**config.mk**
```make
export PLATFORM = sky130hd
export DESIGN_NAME = pc_fetch_unit
export DESIGN_NICKNAME = d
export VERILOG_FILES = /design/src/rtl/pc_fetch_unit.sv
export SDC_FILE = /design/constraint.sdc
export NUM_CORES = 1
export LEC_CHECK = 0
export CAP_MARGIN = 10
export CORE_UTILIZATION = 43
export DETAILED_ROUTE_END_ITERATION = 7
export MAX_ROUTING_LAYER = met4
export PLACE_DENSITY_LB_ADDON = 0.05
export SLEW_MARGIN = 5
export SYNTH_ARGS = -nofsm -noshare
export SYNTH_HDL_FRONTEND = slang
export SYNTH_SLANG_ARGS = --single-unit
```
**constraint.sdc**
```tcl
create_clock -name CLK -period 2.9 [get_ports CLK]
set_input_delay 0.29 -clock CLK [delete_from_list [all_inputs] [get_ports CLK]]
set_output_delay 0.29 -clock CLK [all_outputs]
set_load 0.02 [all_outputs]
```
**src/rtl/pc_fetch_unit.sv**
```systemverilog
// pc_fetch_unit
//   Program-counter and instruction-fetch sequencer for a simple
//   multi-cycle RV32 core. Each instruction is fetched from instruction
//   memory and latched. It is then held for decode and execute until
//   the core releases it. A next-PC that is not word aligned traps into
//   HALT, where the unit waits for TRAP_CLR.
//
//   State table
//     state | meaning
//     BOOT  | one idle cycle after reset or trap clear, no request
//     FETCH | IMEM_REQ high at IMEM_ADDR=PC, waiting for IMEM_READY
//     EXEC  | INSTR/PC presented to decode, waiting for STALL=0
//     HALT  | misaligned-target trap pending, waiting for TRAP_CLR
//
// Ports
//   CLK, RST        clock, synchronous active-high reset
//   PC_Sel          next-PC select (00 seq, 01 branch/JAL, 10 JALR, 11 seq)
//   BRANCH_TARGET   PC+imm target
//   JALR_TARGET     rs1+imm target (bit 0 is cleared)
//   STALL           hold the current instruction in EXEC
//   TRAP_CLR        leave HALT and restart at RESET_VECTOR
//   IMEM_READY      instruction memory read data valid
//   IMEM_RDATA      instruction memory read data
//   IMEM_REQ        fetch request
//   IMEM_ADDR       fetch address
//   INSTR           latched instruction
//   INSTR_VALID     INSTR valid to decode
//   PC              address of INSTR
//   PC_PLUS4        PC+4 link value
//   MISALIGN_TRAP   instruction-address-misaligned trap flag
//   TRAP_ADDR       offending target address
//   RETIRE_CNT      retired-instruction count

module pc_fetch_unit #(
  parameter logic [31:0] RESET_VECTOR = 32'h0000_0000
) (
  input  logic        CLK,
  input  logic        RST,
  input  logic [1:0]  PC_Sel,
  input  logic [31:0] BRANCH_TARGET,
  input  logic [31:0] JALR_TARGET,
  input  logic        STALL,
  input  logic        TRAP_CLR,
  input  logic        IMEM_READY,
  input  logic [31:0] IMEM_RDATA,
  output logic        IMEM_REQ,
  output logic [31:0] IMEM_ADDR,
  output logic [31:0] INSTR,
  output logic        INSTR_VALID,
  output logic [31:0] PC,
  output logic [31:0] PC_PLUS4,
  output logic        MISALIGN_TRAP,
  output logic [31:0] TRAP_ADDR,
  output logic [31:0] RETIRE_CNT
);

  localparam logic [31:0] NOP_INSTR = 32'h0000_0013;

  typedef enum logic [1:0] {
    S_BOOT  = 2'd0,
    S_FETCH = 2'd1,
    S_EXEC  = 2'd2,
    S_HALT  = 2'd3
  } state_t;

  state_t      state;
  logic [31:0] pc_q;
  logic [31:0] instr_q;
  logic [31:0] trap_addr_q;
  logic [31:0] retire_q;
  logic        trap_q;
  logic        req_q;
  logic        valid_q;
  logic [31:0] pc_plus4;
  logic [31:0] next_pc;

  // 32-bit add wraps naturally, so 0xFFFF_FFFC + 4 = 0 with no trap.
  assign pc_plus4 = pc_q + 32'd4;

  always_comb begin
    next_pc = pc_plus4;
    case (PC_Sel)
      2'b01:   next_pc = BRANCH_TARGET;
      2'b10:   next_pc = {JALR_TARGET[31:1], 1'b0};
      default: next_pc = pc_plus4;
    endcase
  end

  // IMEM_REQ and INSTR_VALID are registered alongside the state so they
  // are glitch-free and always agree with the state they belong to.
  always_ff @(posedge CLK) begin
    if (RST) begin
      state       <= S_BOOT;
      pc_q        <= RESET_VECTOR;
      instr_q     <= NOP_INSTR;
      req_q       <= 1'b0;
      valid_q     <= 1'b0;
      trap_q      <= 1'b0;
      trap_addr_q <= 32'h0000_0000;
      retire_q    <= 32'h0000_0000;
    end else begin
      case (state)
        S_BOOT: begin
          state <= S_FETCH;
          req_q <= 1'b1;
        end
        S_FETCH: begin
          if (IMEM_READY) begin
            instr_q <= IMEM_RDATA;
            state   <= S_EXEC;
            req_q   <= 1'b0;
            valid_q <= 1'b1;
          end
        end
        S_EXEC: begin
          if (!STALL) begin
            valid_q <= 1'b0;
            if (next_pc[1:0] == 2'b00) begin
              pc_q     <= next_pc;
              retire_q <= retire_q + 32'd1;
              state    <= S_FETCH;
              req_q    <= 1'b1;
            end else begin
              // Trapping instruction does not retire and PC stays on it.
              trap_q      <= 1'b1;
              trap_addr_q <= next_pc;
              state       <= S_HALT;
            end
          end
        end
        S_HALT: begin
          if (TRAP_CLR) begin
            trap_q <= 1'b0;
            pc_q   <= RESET_VECTOR;
            state  <= S_BOOT;
          end
        end
        default: begin
          state   <= S_BOOT;
          req_q   <= 1'b0;
          valid_q <= 1'b0;
        end
      endcase
    end
  end

  assign IMEM_REQ      = req_q;
  assign IMEM_ADDR     = pc_q;
  assign INSTR         = instr_q;
  assign INSTR_VALID   = valid_q;
  assign PC            = pc_q;
  assign PC_PLUS4      = pc_plus4;
  assign MISALIGN_TRAP = trap_q;
  assign TRAP_ADDR     = trap_addr_q;
  assign RETIRE_CNT    = retire_q;

endmodule

```
==> run metrics, run 1 <==
GRT Overall Usage=0.313; Post-Place Cell Area=10,100 µm²; Setup crit end kind=primary output; Slew headroom=0.520; Mapped Area=6810 µm²; number of I/O pins=298; cts bufs inserted=17; Max Cap Violations=0; WL/cell=~18 µm; CP Class=reg -> out; XOR/XNOR Fraction of Synth Area=0.0283; Reg area=between 2000 and 3000 µm²; max incr delay on CP=~660 ps; Power Density=444 nW/µm²; first-pass GRT wire length=between 30,000 and 40,000 µm; drt pass-1 iters=5; largest net degree at the start of global routing=slightly below 70; outcome=finished, final reports clean; CP arrival=2510 ps; CTS root buf=clkbuf_16; slowest CP cell=or4_4; Initial Utilization=0.445; clock-pin slew on the worst setup and hold paths=about 60 ps; Filler cells=1,345; worst-path cell chain=nand4_1 > or4_4 > or3_1 > nand2_1 > dlygate4sd2_1; initial antenna violation count=1; Detail Route Antenna Nets=0; Layout Cells excl Fill=1,383; total core area=around 15,000 µm²; DIE AREA=about 16,000 µm²; dpl cells=1,348; Peak supply drop=444 µV; main combinational cell family by area after synthesis=simple AND/OR/NAND/NOR gates; WP data required=2610 ps; Net count, final=roughly 1.3k; Detailed Route Iter0 Violations=558; Clk pwr share=0.464; clk sinks=133; ratio of cells with drive above 1 in the final layout=0.125; min Tclk post-route=2800 ps; final slew viol count=0; Synth Area in Compound Gates=0.233; Die W=128 µm; multi-input logic area=approximately 3700 µm²; H-tree Lvls=4; Seq/Total Area, Yosys=0.391; FP Rows=45; RSZ-0062 raised after global routing=false; CTS tree=done; #FFs+latches synth=133; Total Wirelength=approximately 25,000 µm; P_int=~3.5 mW; Crit Path Max Fanout=5; Worst Skew=roughly 10 ps; Max Fclk=357 MHz; Post-synth ARST share=0; Tcrit/Tclk final=0.966; via density per instance=~5.6; Switching Power=1.29 mW; worst-skew pair later-pin latency=430 ps; most used cells in the layout excluding fill and tap cells=276 x clkdlybuf4s50_1, 143 x nand2_1, 131 x dfxtp_1; final setup fails=0; chip height=128 µm; Synth-to-Final Area Change=57.2%; EDFF count, synth=0; Hold WC Path Type=in -> reg; Mean Syn Cell Area=7.91 µm²; Yosys warning count=0; grt ovf=0; syn nets=968; Post-Synth Adder-Cell Area=0.00735; Final Instance Area=10,700 µm²; WP buf/inv=1; LEAKAGE=between 3 and 4 nW; Sw Ratio=0.272; vias in the first global route=around 7.3k; Cells after Synth=between 800 and 900; combinational power share=0.139; PortBufs=roughly 300; ys flop type=dfxtp_1; HPWL after DPL=roughly 18,000 µm; synth unique cells=65; Final Hold Vio Count=0; number of remaining DRC errors=0; Vias=7,736; leading cell type in the layout, fill and taps excluded=clkdlybuf4s50_1; GPL Wtd Cong=0.924; worst slew pin tran=just over 700 ps; simple logic cell fraction of the synthesized area=0.250; proportion of synthesized area in mux cells=0.0107; Clock Tree Buf Depth=2; CP Launch Type=register; delay-heaviest family, CP=simple AND/OR/NAND/NOR gates; Flop pwr share=0.397
[layer usage]
layer / part of all wire / up-vias / wire (µm) / track usage
met2: 0.47 / 349 / 11500 / 0.497
met4: 0.024 / 0 / 596 / 0.0948
met5: 0 / - / 0 / -
met1: 0.43 / 3642 / 10700 / 0.394
met3: 0.077 / 44 / 1910 / 0.0730
li1: - / 3701 / - / -
[what timing repair did]
item                                    CTS  global route
gates resized for setup                  22            21
endpoints found under the hold margin     0             0
gates cloned                              0             0
pin swaps                                 1             0
hold buffers                              0             0
buffers inserted                          2             0
endpoints found under the setup margin   16            14
[worst paths after layout]
kind | from | endpoint | slack (ps) | depth (start not counted)
setup / recovery | IMEM_ADDR[6] | PC_PLUS4[25] | 100 | 5
setup reg to reg | RETIRE_CNT[0] | RETIRE_CNT[18] | 400 | 6
hold / removal | RST | state[1] | 300 | 2
hold reg to reg | INSTR[3] | INSTR[3] | 450 | 2
[per-stage QoR]
stage,power [mW],utilization,setup slack (ps),setup TNS [ps],hold WS [ps]
final,4.76,0.699,97.8,0,297
after global placement,2.58,0.658,8.26,0,440
after CTS,4.78,0.699,13.5,0,270
after detailed placement,2.59,0.658,-30.8,-112,446
after floorplan,2.24,-,303,0,414
after global routing,4.93,0.699,5.76,0,302
[area by class of cell]
class,instances,share of cell area
Clock buffer,17,0.0397
Inverter,25,0.00876
Timing Repair Buffer,362,0.321
Antenna cell,1,0.000234
Clock inverter,15,0.0158
Multi-Input combinational cell,619,0.341
Sequential cell,133,0.249
Tap cell,211,0.0247
[power by group through the flow]
stage | combinational [mW] | sequential, mW | clock, mW
6_report | 0.660 | 1.89 | 2.21
5_1_grt | 0.711 | 1.90 | 2.32
4_1_cts | 0.657 | 1.89 | 2.23
3_5_place_dp | 0.656 | 1.93 | 0
3_3_place_gp | 0.653 | 1.93 | 0
2_1_floorplan | 0.268 | 1.97 | 0
[synthesized netlist by cell type, types with 3 or more instances]
master / count / area (µm²)
a21o_1: 3 / 22.5
o21a_1: 3 / 22.5
or3_2: 7 / 52.6
ha_1: 4 / 50.1
mux2i_1: 5 / 50.1
o21ai_0: 57 / 285
xnor2_1: 16 / 140
o22ai_1: 3 / 18.8
xor2_1: 6 / 52.6
inv_1: 23 / 86.3
clkbuf_1: 40 / 150
a221o_1: 5 / 50.1
or3_1: 22 / 138
or4_1: 4 / 30.0
nand3_1: 34 / 170
o41ai_1: 3 / 26.3
nor4_1: 7 / 43.8
nor3_1: 13 / 65.1
and4_1: 11 / 96.3
nor4b_1: 3 / 26.3
a221oi_1: 20 / 175
o32ai_1: 3 / 26.3
nand2b_1: 4 / 25.0
nand2_1: 143 / 537
and2_1: 7 / 43.8
a32o_1: 4 / 40.0
a22oi_1: 7 / 52.6
o31ai_1: 7 / 52.6
and3_1: 15 / 93.8
o2bb2ai_1: 4 / 35.0
nor2_1: 37 / 139
a31oi_1: 13 / 81.3
or4_4: 3 / 33.8
buf_1: 7 / 26.3
a31o_2: 7 / 61.3
a41oi_1: 4 / 35.0
a22o_1: 6 / 52.6
a21oi_1: 87 / 435
buf_4: 34 / 255
dfxtp_1: 133 / 2660
nand4_1: 17 / 106
[registers in the layout, summed over array words and instances (netlist names)]
name,count
IMEM_REQ,1
state,2
RETIRE_CNT,32
IMEM_ADDR,32
INSTR_VALID,1
MISALIGN_TRAP,1
TRAP_ADDR,32
INSTR,32
[kinds of logic after synthesis]
kind of cell | after synthesis
AOI/OAI and AO/OA | 248
DFF | 133
xor gates and xnor gates | 22
muxes | 7
and+or+nand+nor | 338
buffers and inverters | 109
adders and majority gates | 4
[worst reg2reg max path, cell delays in order (launching register included)]
cell	delay, ps
dfxtp_1	410
ha_1	230
inv_1	50
or4_4	510
or4_4	580
or3_2	490
a21oi_1	150
No activity file was read; power rests on OpenSTA's default activity.
==> inputs of run 2 (changes only) <==
- SKIP_CTS_REPAIR_TIMING: not set -> 1
- SLEW_MARGIN: 5 -> not set
==> run 2 against run 1 <==
Net effect: cell area grew 0.84%; sequential power is essentially flat; maximum frequency shrank 0.40%; critical path type unchanged; highest routed layer unchanged.
==> run metrics, run 2 (synthesis gave the netlist of run 1 again) <==
total core area=15,300 µm² (unchanged); Detail Route Antenna Nets=0 (unchanged); LEAKAGE=4.17 nW (+4.8%); number of I/O pins=298 (unchanged); Vias=7,764 (+0.36%); GPL Wtd Cong=0.924 (unchanged); Total Wirelength=24,900 µm (+0.47%); Power, Total=4.77 mW (+0.14%); GRT Overall Usage=0.312 (-0.000740); cts bufs inserted=17 (unchanged); post-place setup slack=-30.8 ps (unchanged); Max Cap Violations=0 (unchanged); clk sinks=133 (unchanged); Peak supply drop=450 µV (+1.4%); setup TNS=0 ps (unchanged); Final Hold Vio Count=0 (unchanged); Net count, final=1,269 (+0.32%); Synth-to-Final Area Change=58.6%; ratio of cells with drive above 1 in the final layout=0.122 (-0.00298); DIE AREA=16,300 µm² (unchanged); leading cell type in the layout, fill and taps excluded=clkdlybuf4s50_1; Fin Hold WS=298 ps (+1.13 ps); Slew headroom=0.510 (-0.0100); Die W=128 µm (unchanged); Setup crit end kind=primary output; most used cells in the layout excluding fill and tap cells=277 x clkdlybuf4s50_1, 143 x nand2_1, 132 x dfxtp_1; final slew viol count=0 (unchanged); via density per instance=5.60 (about the same); Post-Place Cell Area=10,100 µm² (unchanged); Filler cells=1,317 (-2.1%); Detailed Route Iter0 Violations=486 (-13%); first-pass GRT wire length=38,400 µm (-0.15%); Initial Utilization=0.445 (unchanged); CTS root buf=clkbuf_16; CTS tree=done; chip height=128 µm (unchanged); HPWL after DPL=17,800 µm (unchanged); Final Instance Area=10,800 µm² (+0.84%); outcome=finished, final reports clean; Clock Tree Buf Depth=2 (unchanged); Worst Skew=9.59 ps (-0.178 ps); H-tree Lvls=4 (unchanged); Layout Cells excl Fill=1,387 (+0.29%); largest net degree at the start of global routing=68 (unchanged); Max Fclk=355 MHz (-0.40%); clock-pin slew on the worst setup and hold paths=60 ps (about the same); min Tclk post-route=2810 ps (+11.3 ps); vias in the first global route=7,267 (-0.32%); PortBufs=296 (unchanged); Crit Path Max Fanout=6 (+1); Tcrit/Tclk final=0.970 (+0.00389); dpl cells=1,348 (unchanged); Power Density=441 nW/µm² (-0.70%); number of remaining DRC errors=0 (unchanged); WP data required=2610 ps (about the same); CP arrival=2520 ps (about the same); CP Launch Type=register; final setup fails=0 (unchanged); WL/cell=17.9 µm (+0.18%); grt ovf=0 (unchanged); CP Class=reg -> out; worst-skew pair later-pin latency=430 ps (about the same); FP Rows=45 (unchanged); Final Core Density=0.705 (+0.00588); RSZ-0062 raised after global routing=false; worst slew pin tran=735 ps (+25.1 ps); initial antenna violation count=1 (unchanged); drt pass-1 iters=5 (unchanged); Hold WC Path Type=in -> reg; final worst setup slack=86.5 ps (-11.3 ps)
-- run 2: cell count changes in the layout (fill, tap and decap cells not counted), sizes merged --
cell / delta
clkbuf: -5
dlymetal6s2s: +11
dlygate4sd2: -6
clkdlybuf4s15: -1
clkdlybuf4s50: +1
buf: +4
-- run 2: final timing paths --
kind / startpoint / end / slack, ps / depth (start not counted)
hold reg to reg: INSTR[3] / INSTR[3] / 450 / 2
setup / recovery: IMEM_ADDR[2] / PC_PLUS4[15] / 90 / 7
setup reg to reg: RETIRE_CNT[0] / RETIRE_CNT[18] / 400 / 6
hold / removal: RST / state[1] / 300 / 2
-- run 2: layout make-up --
cell class,instances,area [µm²],area share
clock inverter,15,169,0.0156
inverter,25,93.8,0.00869
tap,211,264,0.0244
clock buffer,17,425,0.0394
sequential,133,2660,0.247
antenna,1,2.50,0.000232
multi-input combinational,619,3660,0.339
timing repair buffer,366,3520,0.326
-- run 2: per-layer routing --
metal  vias up  global-route usage  wire [µm]
li1       3709                   -          -
met1      3666               0.394      10800
met2       341               0.496      11600
met3        48              0.0693       1870
met4         0              0.0976        648
met5         -                   -          0
-- run 2: critical path: stages, from the launching register on --
cell and delay (ps):
dfxtp_1 380, buf_4 170, and4_1 300, nand4_1 110
buf_4 180, buf_4 130, xnor2_1 180, clkdlybuf4s50_1 640
-- run 2: report_power, final --
part	switching, mW	internal [mW]	leakage, nW
Combinational	0.347	0.314	2.82
Sequential	0.0279	1.86	1.08
Clock	0.925	1.29	0.277
Total	1.30	3.47	4.17
